File: src/rtl/mem_arbiter.sv
// mem_arbiter: shares one byte-wide RAM port between the instruction fetcher
// (IF, word reads) and the load/store buffer (LS, byte/half/word reads and
// writes). Multi-byte accesses are split into consecutive byte cycles,
// little-endian, with 32-bit wrapping address arithmetic.
//
// Ports
//   clk, rst            clock, synchronous active-high reset
//   rdy                 global enable; 0 freezes all state
//   has_misbranch       pipeline flush; aborts reads, never writes
//   mem_din/mem_dout    RAM read byte (one cycle after address) / write byte
//   mem_a, mem_wr       RAM byte address and write strobe
//   if_req/if_addr      fetch request, held until if_done
//   if_done/if_data     one-cycle completion pulse with the instruction word
//   ls_req/ls_wr/ls_size/ls_addr/ls_wdata   LS request, held until ls_done
//   ls_done/ls_rdata    one-cycle completion pulse, load data zero-extended
module mem_arbiter #(
  parameter logic [31:0] BOUND = 32'h30000
) (
  input  logic        clk,
  input  logic        rst,
  input  logic        rdy,
  input  logic        has_misbranch,
  input  logic [7:0]  mem_din,
  output logic [7:0]  mem_dout,
  output logic [31:0] mem_a,
  output logic        mem_wr,
  input  logic        if_req,
  input  logic [31:0] if_addr,
  output logic        if_done,
  output logic [31:0] if_data,
  input  logic        ls_req,
  input  logic        ls_wr,
  input  logic [1:0]  ls_size,
  input  logic [31:0] ls_addr,
  input  logic [31:0] ls_wdata,
  output logic        ls_done,
  output logic [31:0] ls_rdata
);

  typedef enum logic [1:0] {
    IDLE = 2'd0,
    BUSY = 2'd1,
    DONE = 2'd2
  } state_t;

  state_t      state_r;
  state_t      state_s;
  logic [2:0]  cnt_r;
  logic [2:0]  len_r;
  logic        own_ls_r;
  logic        last_ls_r;
  logic        wr_r;
  logic        io_r;
  logic [31:0] addr_r;
  logic [31:0] wdata_r;
  logic [31:0] data_r;
  logic [31:0] if_data_r;
  logic [31:0] ls_rdata_r;

  logic        grant_s;
  logic        grant_ls_s;
  logic        last_step_s;
  logic        flush_s;
  logic        io_abort_s;
  logic        issue_s;
  logic [4:0]  cap_idx_s;
  logic [31:0] cap_s;

  // Writes finish on the cycle of their last byte; reads need one more
  // cycle to capture the byte returned for the last address.
  assign last_step_s = wr_r ? (cnt_r == (len_r - 3'd1)) : (cnt_r == len_r);
  // A flush kills anything except an LS write already being committed.
  assign flush_s     = has_misbranch && !(own_ls_r && wr_r);
  // IO reads may have side effects, so stop issuing if LS withdraws.
  assign io_abort_s  = own_ls_r && !wr_r && io_r && !ls_req;

  // Merge the byte returned for address cnt-1 into the assembled word.
  always_comb begin
    cap_idx_s = {cnt_r[1:0] - 2'd1, 3'b000};
    cap_s     = data_r;
    if (cnt_r != 3'd0) begin
      cap_s[cap_idx_s +: 8] = mem_din;
    end else begin
      cap_s = data_r;
    end
  end

  // Next-state and arbitration decision.
  always_comb begin
    state_s    = state_r;
    grant_s    = 1'b0;
    grant_ls_s = 1'b0;
    case (state_r)
      IDLE: begin
        if (rdy && !has_misbranch && (if_req || ls_req)) begin
          grant_s    = 1'b1;
          // On a tie the requester not granted last time wins.
          grant_ls_s = ls_req && (!if_req || !last_ls_r);
          state_s    = BUSY;
        end else begin
          state_s = IDLE;
        end
      end
      BUSY: begin
        if (flush_s || io_abort_s) begin
          state_s = IDLE;
        end else if (rdy && last_step_s) begin
          state_s = DONE;
        end else begin
          state_s = BUSY;
        end
      end
      DONE: begin
        if (flush_s || rdy) begin
          state_s = IDLE;
        end else begin
          state_s = DONE;
        end
      end
      default: begin
        state_s = IDLE;
      end
    endcase
  end

  // Memory port and completion pulses; all quiet outside active byte cycles.
  always_comb begin
    issue_s  = (state_r == BUSY) && (cnt_r < len_r) && !rst;
    mem_a    = issue_s ? (addr_r + {29'd0, cnt_r}) : 32'd0;
    mem_wr   = issue_s && wr_r && rdy;
    mem_dout = (issue_s && wr_r) ? wdata_r[{cnt_r[1:0], 3'b000} +: 8] : 8'd0;
    if_done  = (state_r == DONE) && !own_ls_r && rdy && !has_misbranch && !rst;
    ls_done  = (state_r == DONE) && own_ls_r && rdy && !flush_s && !rst;
  end

  assign if_data  = if_data_r;
  assign ls_rdata = ls_rdata_r;

  // State register.
  always_ff @(posedge clk) begin
    if (rst) begin
      state_r <= IDLE;
    end else begin
      state_r <= state_s;
    end
  end

  // Request latch, byte counter and read-data assembly.
  always_ff @(posedge clk) begin
    if (rst) begin
      cnt_r      <= 3'd0;
      len_r      <= 3'd0;
      own_ls_r   <= 1'b0;
      last_ls_r  <= 1'b0;
      wr_r       <= 1'b0;
      io_r       <= 1'b0;
      addr_r     <= 32'd0;
      wdata_r    <= 32'd0;
      data_r     <= 32'd0;
      if_data_r  <= 32'd0;
      ls_rdata_r <= 32'd0;
    end else if (grant_s) begin
      own_ls_r  <= grant_ls_s;
      last_ls_r <= grant_ls_s;
      cnt_r     <= 3'd0;
      data_r    <= 32'd0;
      if (grant_ls_s) begin
        wr_r    <= ls_wr;
        addr_r  <= ls_addr;
        wdata_r <= ls_wdata;
        io_r    <= (ls_addr >= BOUND);
        case (ls_size)
          2'b00:   len_r <= 3'd1;
          2'b01:   len_r <= 3'd2;
          default: len_r <= 3'd4;
        endcase
      end else begin
        wr_r    <= 1'b0;
        addr_r  <= if_addr;
        wdata_r <= 32'd0;
        io_r    <= 1'b0;
        len_r   <= 3'd4;
      end
    end else if ((state_r == BUSY) && (state_s == BUSY) && rdy) begin
      cnt_r <= cnt_r + 3'd1;
      if (!wr_r) begin
        data_r <= cap_s;
      end else begin
        data_r <= data_r;
      end
    end else if ((state_r == BUSY) && (state_s == DONE)) begin
      cnt_r <= 3'd0;
      if (!wr_r && own_ls_r) begin
        ls_rdata_r <= cap_s;
      end else if (!wr_r) begin
        if_data_r <= cap_s;
      end else begin
        ls_rdata_r <= ls_rdata_r;
      end
    end else if (state_s == IDLE) begin
      cnt_r <= 3'd0;
    end else begin
      cnt_r <= cnt_r;
    end
  end

endmodule

File: config.mk
export PLATFORM = sky130hd
export DESIGN_NAME = mem_arbiter
export DESIGN_NICKNAME = d
export VERILOG_FILES = /design/src/rtl/mem_arbiter.sv
export SDC_FILE = /design/constraint.sdc
export NUM_CORES = 1
export LEC_CHECK = 0
export ABC_AREA = 1
export CORE_AREA = 5 5 152 154
export DETAILED_ROUTE_END_ITERATION = 8
export DIE_AREA = 0 0 157 159
export DONT_BUFFER_PORTS = 1
export PLACE_DENSITY = 0.55
export SETUP_SLACK_MARGIN = 0.15
export SLEW_MARGIN = 20
export SYNTH_ARGS = -nofsm -noshare
export SYNTH_HDL_FRONTEND = slang
export SYNTH_SLANG_ARGS = --single-unit
File: constraint.sdc
create_clock -name clk -period 4.6 [get_ports clk]
set_input_delay 1.15 -clock clk [delete_from_list [all_inputs] [get_ports clk]]
set_output_delay 1.15 -clock clk [all_outputs]
set_load 0.01 [all_outputs]
Word-level counts from Yosys, hierarchy flattened
Index checks and enable logic that the tools add are counted.
- output and inout bits: 107
- flip-flop bits (word level): 171
- word-level logic and storage cells: 100
- shifts and indexed selects: 3
- order comparisons: 2
- reductions and logical operators: 45
- mux-type cells: 23
- bitwise operators: 4
- add/subtract/negate cells: 5
- eq/ne operators: 7
- operators with widths (kind ; count):
    $mux W32 ; 4
    $add A32 B3 Y32 ; 1
    $bwmux W32 ; 1
    $ge A32 B18 Y1 const B ; 1
    $shift A8 B7 Y32 const A ; 1
    $shiftx A32 B6 Y8 ; 1
    $shiftx A8 B7 Y32 ; 1
    $logic_and A1 B1 Y1 ; 24
    $mux W3 ; 4
    $logic_not A1 Y1 ; 8
    $mux W1 ; 8
    $mux W8 ; 1
    $neg A5 Y7 ; 1
    $eq A2 B1 Y1 const B ; 3
    $eq A3 B3 Y1 ; 2
    $logic_not A2 Y1 ; 3
    $mux W2 ; 3
    $pmux W2 S3 ; 1
    $pmux W3 S2 ; 1
    $reduce_bool A3 Y1 ; 2
    $reduce_and A5 Y1 ; 1
    $eq A2 B2 Y1 const B ; 2
    $logic_or A1 B1 Y1 ; 4
    $not A1 Y1 ; 4
    other kinds (7) ; 7

Longest topological paths before layout
- depth in word-level cells: 12
- gate-level depth with buffers: 17
- gate-level depth less buffers: 14

Worst setup path before layout
Ideal clock, no wire load.
- kind: input to output
- start point: in rst
- end point: out mem_a[21]
- setup slack: 1005 ps
- cell stages on the path: 7
- data arrival time: 2445 ps
- path through: clkbuf_1 > inv_2 > nand2_1 > nor4_4 > buf_2 > o21ai_0 > a21oi_1
- word-level cells in the longest chain between the ends: 3
- RTL lines (item ; RTL line ; RTL):
    from (decl) ; 20 ; input logic rst,
    $logic_not A1 Y1 ; 128 ; issue_s = (state_r == BUSY) && (cnt_r < len_r) && !rst;
    $logic_and A1 B1 Y1 ; 128 ;
    $mux W32 ; 129 ; mem_a = issue_s ? (addr_r + {29'd0, cnt_r}) : 32'd0;
    to (decl) ; 25 ; output logic [31:0] mem_a,
Every way passes these cells.

Worst setup path in the final report
- start point: reg cnt_r[0]
- end point: out mem_dout[3]
- word-level cells in the longest chain between the ends: 5
- elaborated cells between the ends (all ways): 6
- classes of those cells: 1 x order compare; 1 x shift; 1 x mux; 3 x reduce/logical
- RTL lines (item ; RTL line ; RTL):
    from (decl) ; 48 ; logic [2:0] cnt_r;
    from (signal assigned) ; 185 ; cnt_r <= cnt_r + 3'd1;
    from (signal assigned) ; 203 ; cnt_r <= cnt_r;
    branches (longest 4 deep; another with $shiftx A32 B6 Y8) ; - ;
    $mux W8 (*) ; 131 ; mem_dout = (issue_s && wr_r) ? wdata_r[{cnt_r[1:0], 3'b000} +: 8] : 8'd0;
    to (decl) ; 24 ; output logic [7:0] mem_dout,
Mark *: on every way between the ends.

==> run summary <==
• **ratio of cells with drive above 1 in the final layout** 7.18%
• **clock tree from TritonCTS** done
• **largest area contributor in the netlist** sky130_fd_sc_hd__dfxtp_1
• **share of the yosys chip area belonging to registers** 40.6%
• **Yosys warning total** 0
• **final setup violation count** 0
• **hpwl dp** 18800 um
• **wire length after detailed routing** 26100 um
• **Pwr Density** 338 nW/um^2
• **reported leakage power** 3.46 nW
• **fin. max-slew vios** 0
• **vias per cell** 5.37
• **Hold Path End** wdata_r[6]
• **initial cell density of the core** 39.1%
• **Area contributors post-synth** sky130_fd_sc_hd__dfxtp_1 41%, sky130_fd_sc_hd__nand2_1 9.2%, sky130_fd_sc_hd__nor2_1 8.6%
• **Layout Cells excl Fill** 1492
• **predominant post-synthesis flop cell** sky130_fd_sc_hd__dfxtp_1
• **number of placed instances, taps included** 1460
• **CTS clock-pin slew for the worst setup and hold paths** 60 ps
• **minimum period implied by the final worst setup slack** 4160 ps
• **clock tree skew after final layout** 15.7 ps
• **count of cells resized by post-cts repair** 0
• **nets@finish** 1326
• **share of synthesized registers carrying an async set or reset** 0%
• **router iterations before antenna repair** 5
• **worst min-delay path category** reg -> reg
• **Worst Setup SP** cnt_r[0]
• **number of hold-slack violations in the final timing report** 0
• **Clock Path Buffers** 2
• **CTS Hold Buffers Added** 0
• **count of buffers inserted at the top-level ports** 0
• **Sink Count** 171
• **Gate Count Post-Synth** 1215
• **die width** 157 um
• **I/O pins** 220
• **CP Capture Type** output port
• **most numerous cell in the Yosys netlist** sky130_fd_sc_hd__nand2_1
• **syn_nets** 1342
• **number of antenna violations at the first check in global routing** 0
• **actual slew at the worst max-slew pin** 973 ps
• **top fanout value on the critical path** 34
• **r2r worst-path depth** 17
• **Hold Path Cell Cnt** 1
• **worst setup slack after layout** 438 ps
• **FF-to-FF Start** cnt_r[0]
• **pin count of the biggest net entering global routing** 71
• **worst relative slew slack** 35.1%
• **area of the mapped netlist** 8420 um^2
• **clock insertion delay at the later pin of the skew report** 440 ps
• **count of flip-flops with a built-in enable after synthesis** 0
• **vias** 8009
• **Final Cycle Share** 90.5%
• **total setup buffers inserted after CTS** 0
• **worst hold start** wdata_r[6]
• **Required @ worst endpoint** 3450 ps
• **count of max-cap constraint violations** 0
• **FF-to-FF setup slack** 1390 ps
• **total die area** 25000 um^2
• **Wirelength per Cell** 17.5 um
• **Crit Reg-Reg Endpoint** data_r[18]
• **synthesized area per cell** 6.93 um^2
• **unrepaired setup endpoints after global routing** no
• **startpoint-to-endpoint class of the critical path** reg -> out
• **unique cell type count in the Yosys netlist** 37
• **via count of the first global-routing pass** 7658
• **CTS HTree Levels** 4
• **setup slack after placement** 726 ps
• **max frequency** 240 MHz
• **Final GP Congestion** 0.904
• **Yosys reg bits** 171
• **chip height** 159 um
• **relative area change from synthesis to final layout** 10.0%
• **standard-cell row count** 54
• **most frequent cells after synthesis** 207 x sky130_fd_sc_hd__nand2_1, 192 x sky130_fd_sc_hd__nor2_1, 171 x sky130_fd_sc_hd__dfxtp_1
• **overflow left after global routing** 0
• **Floorplan Core Area** 21600 um^2
• **root buffer cell** sky130_fd_sc_hd__clkbuf_16
• **number of nets with antenna violations after detailed routing** 0
• **type of element launching the critical path** register
• **Antenna Diode Count** 0
• **WP data arrival** 3010 ps
• **first-pass GRT wire length** 41100 um
• **GRT Total Usage** 20.3%
• **cts bufs inserted** 17
• **DRC marker count from the first detailed-route iteration** 625
• **run status** complete, no violations
• **Synth top area share** 40.6%
• **end-of-flow core utilization** 43.0%
• **accumulated negative setup slack** 0 ps
• **worst supply voltage drop on vdd** 0.235 mV
• **Remaining DRCs** 0
cells in the final DEF, fill, tap and decap left out, types with 2 or more instances in the layout:
cell type                    count
sky130_fd_sc_hd__nor3_1         25
sky130_fd_sc_hd__nor4_1          8
sky130_fd_sc_hd__dfxtp_1       171
sky130_fd_sc_hd__o22ai_1         8
sky130_fd_sc_hd__o21ai_1        31
sky130_fd_sc_hd__nand2_2         2
sky130_fd_sc_hd__nor2_1        192
sky130_fd_sc_hd__inv_6           3
sky130_fd_sc_hd__inv_8           2
sky130_fd_sc_hd__nand3_1        75
sky130_fd_sc_hd__nand4_1        12
sky130_fd_sc_hd__nor2_2          4
sky130_fd_sc_hd__or2_2           2
sky130_fd_sc_hd__o21ai_0        65
sky130_fd_sc_hd__a31oi_1         5
sky130_fd_sc_hd__nand2_1       206
sky130_fd_sc_hd__a211oi_1        2
sky130_fd_sc_hd__clkinv_4        3
sky130_fd_sc_hd__inv_2           8
sky130_fd_sc_hd__buf_4          35
sky130_fd_sc_hd__a32o_1         16
sky130_fd_sc_hd__ha_1           13
sky130_fd_sc_hd__clkinvlp_4      3
sky130_fd_sc_hd__xor2_1          9
sky130_fd_sc_hd__clkbuf_16      17
sky130_fd_sc_hd__nand3_2         2
sky130_fd_sc_hd__inv_1         128
sky130_fd_sc_hd__o41ai_1         3
sky130_fd_sc_hd__o31ai_1        12
sky130_fd_sc_hd__o32ai_1        20
sky130_fd_sc_hd__a21oi_1       119
critical path, stage by stage, from the launching register on:
cell and delay (ps):
sky130_fd_sc_hd__dfxtp_1 310, sky130_fd_sc_hd__buf_4 240, sky130_fd_sc_hd__inv_1 90, sky130_fd_sc_hd__buf_4 260
sky130_fd_sc_hd__ha_1 190, sky130_fd_sc_hd__nor2_1 70, sky130_fd_sc_hd__nor4_4 620, sky130_fd_sc_hd__nand2_1 390
sky130_fd_sc_hd__a21oi_1 250, sky130_fd_sc_hd__buf_4 150
state kept, by name, indices dropped and copies added, names as in the netlist:
signal and flops:
addr_r 32, data_r 32, if_data 32, ls_rdata 32
wdata_r 32, cnt_r 3, len_r 3, state_r 2
io_r 1, last_ls_r 1, wr_r 1
per-layer routing:
layer | vias up | routed length [um] | global-route usage, %
met1 | 3676 | 11500 | 26.5
met4 | 0 | 545 | 6.71
met3 | 40 | 2480 | 7.56
met2 | 291 | 11600 | 30.9
met5 | - | 0 | 0
li1 | 4002 | - | -
power by group:
group | total [mW] | switching [mW] | internal (mW)
clock | 1.41 | 0.639 | 0.774
combinational | 0.180 | 0.128 | 0.0514
sequential | 1.54 | 0.0290 | 1.51
kinds of logic after synthesis:
logic type,count (synthesis),share of synthesized area [%]
xor gates and xnor gates,9,0.936
AOI/OAI and AO/OA,283,19.5
and+or+nand+nor,531,26.5
DFF,171,40.6
adders and majority gates,14,2.17
buffers and inverters,207,10.2
cell type report:
cell class | count | area [um^2]
Clock buffer | 19 | 443
Clock inverter | 13 | 133
Fill cell | 2306 | 12300
Inverter | 137 | 514
Multi-Input combinational cell | 837 | 4140
Sequential cell | 171 | 3420
Tap cell | 280 | 350
Timing Repair Buffer | 35 | 263
worst max path at each step:
stage | endpoint | slack [ps]
6_report | mem_dout[3] | 440
3_3_place_gp | mem_a[20] | 710
4_1_cts | mem_dout[3] | 430
2_1_floorplan | mem_a[21] | 1000
5_1_grt | mem_a[26] | 190
3_5_place_dp | mem_dout[3] | 730
through the flow:
stage | area (um^2) | hold slack [ps] | power, mW
floorplan | 8420 | 432 | 1.71
global placement | 8690 | 442 | 1.76
detailed placement | 8690 | 448 | 1.76
CTS | 9260 | 463 | 3.17
global route | 9270 | 478 | 3.26
finish | 9270 | 460 | 3.14
No activity file was read; power rests on OpenSTA's default activity.
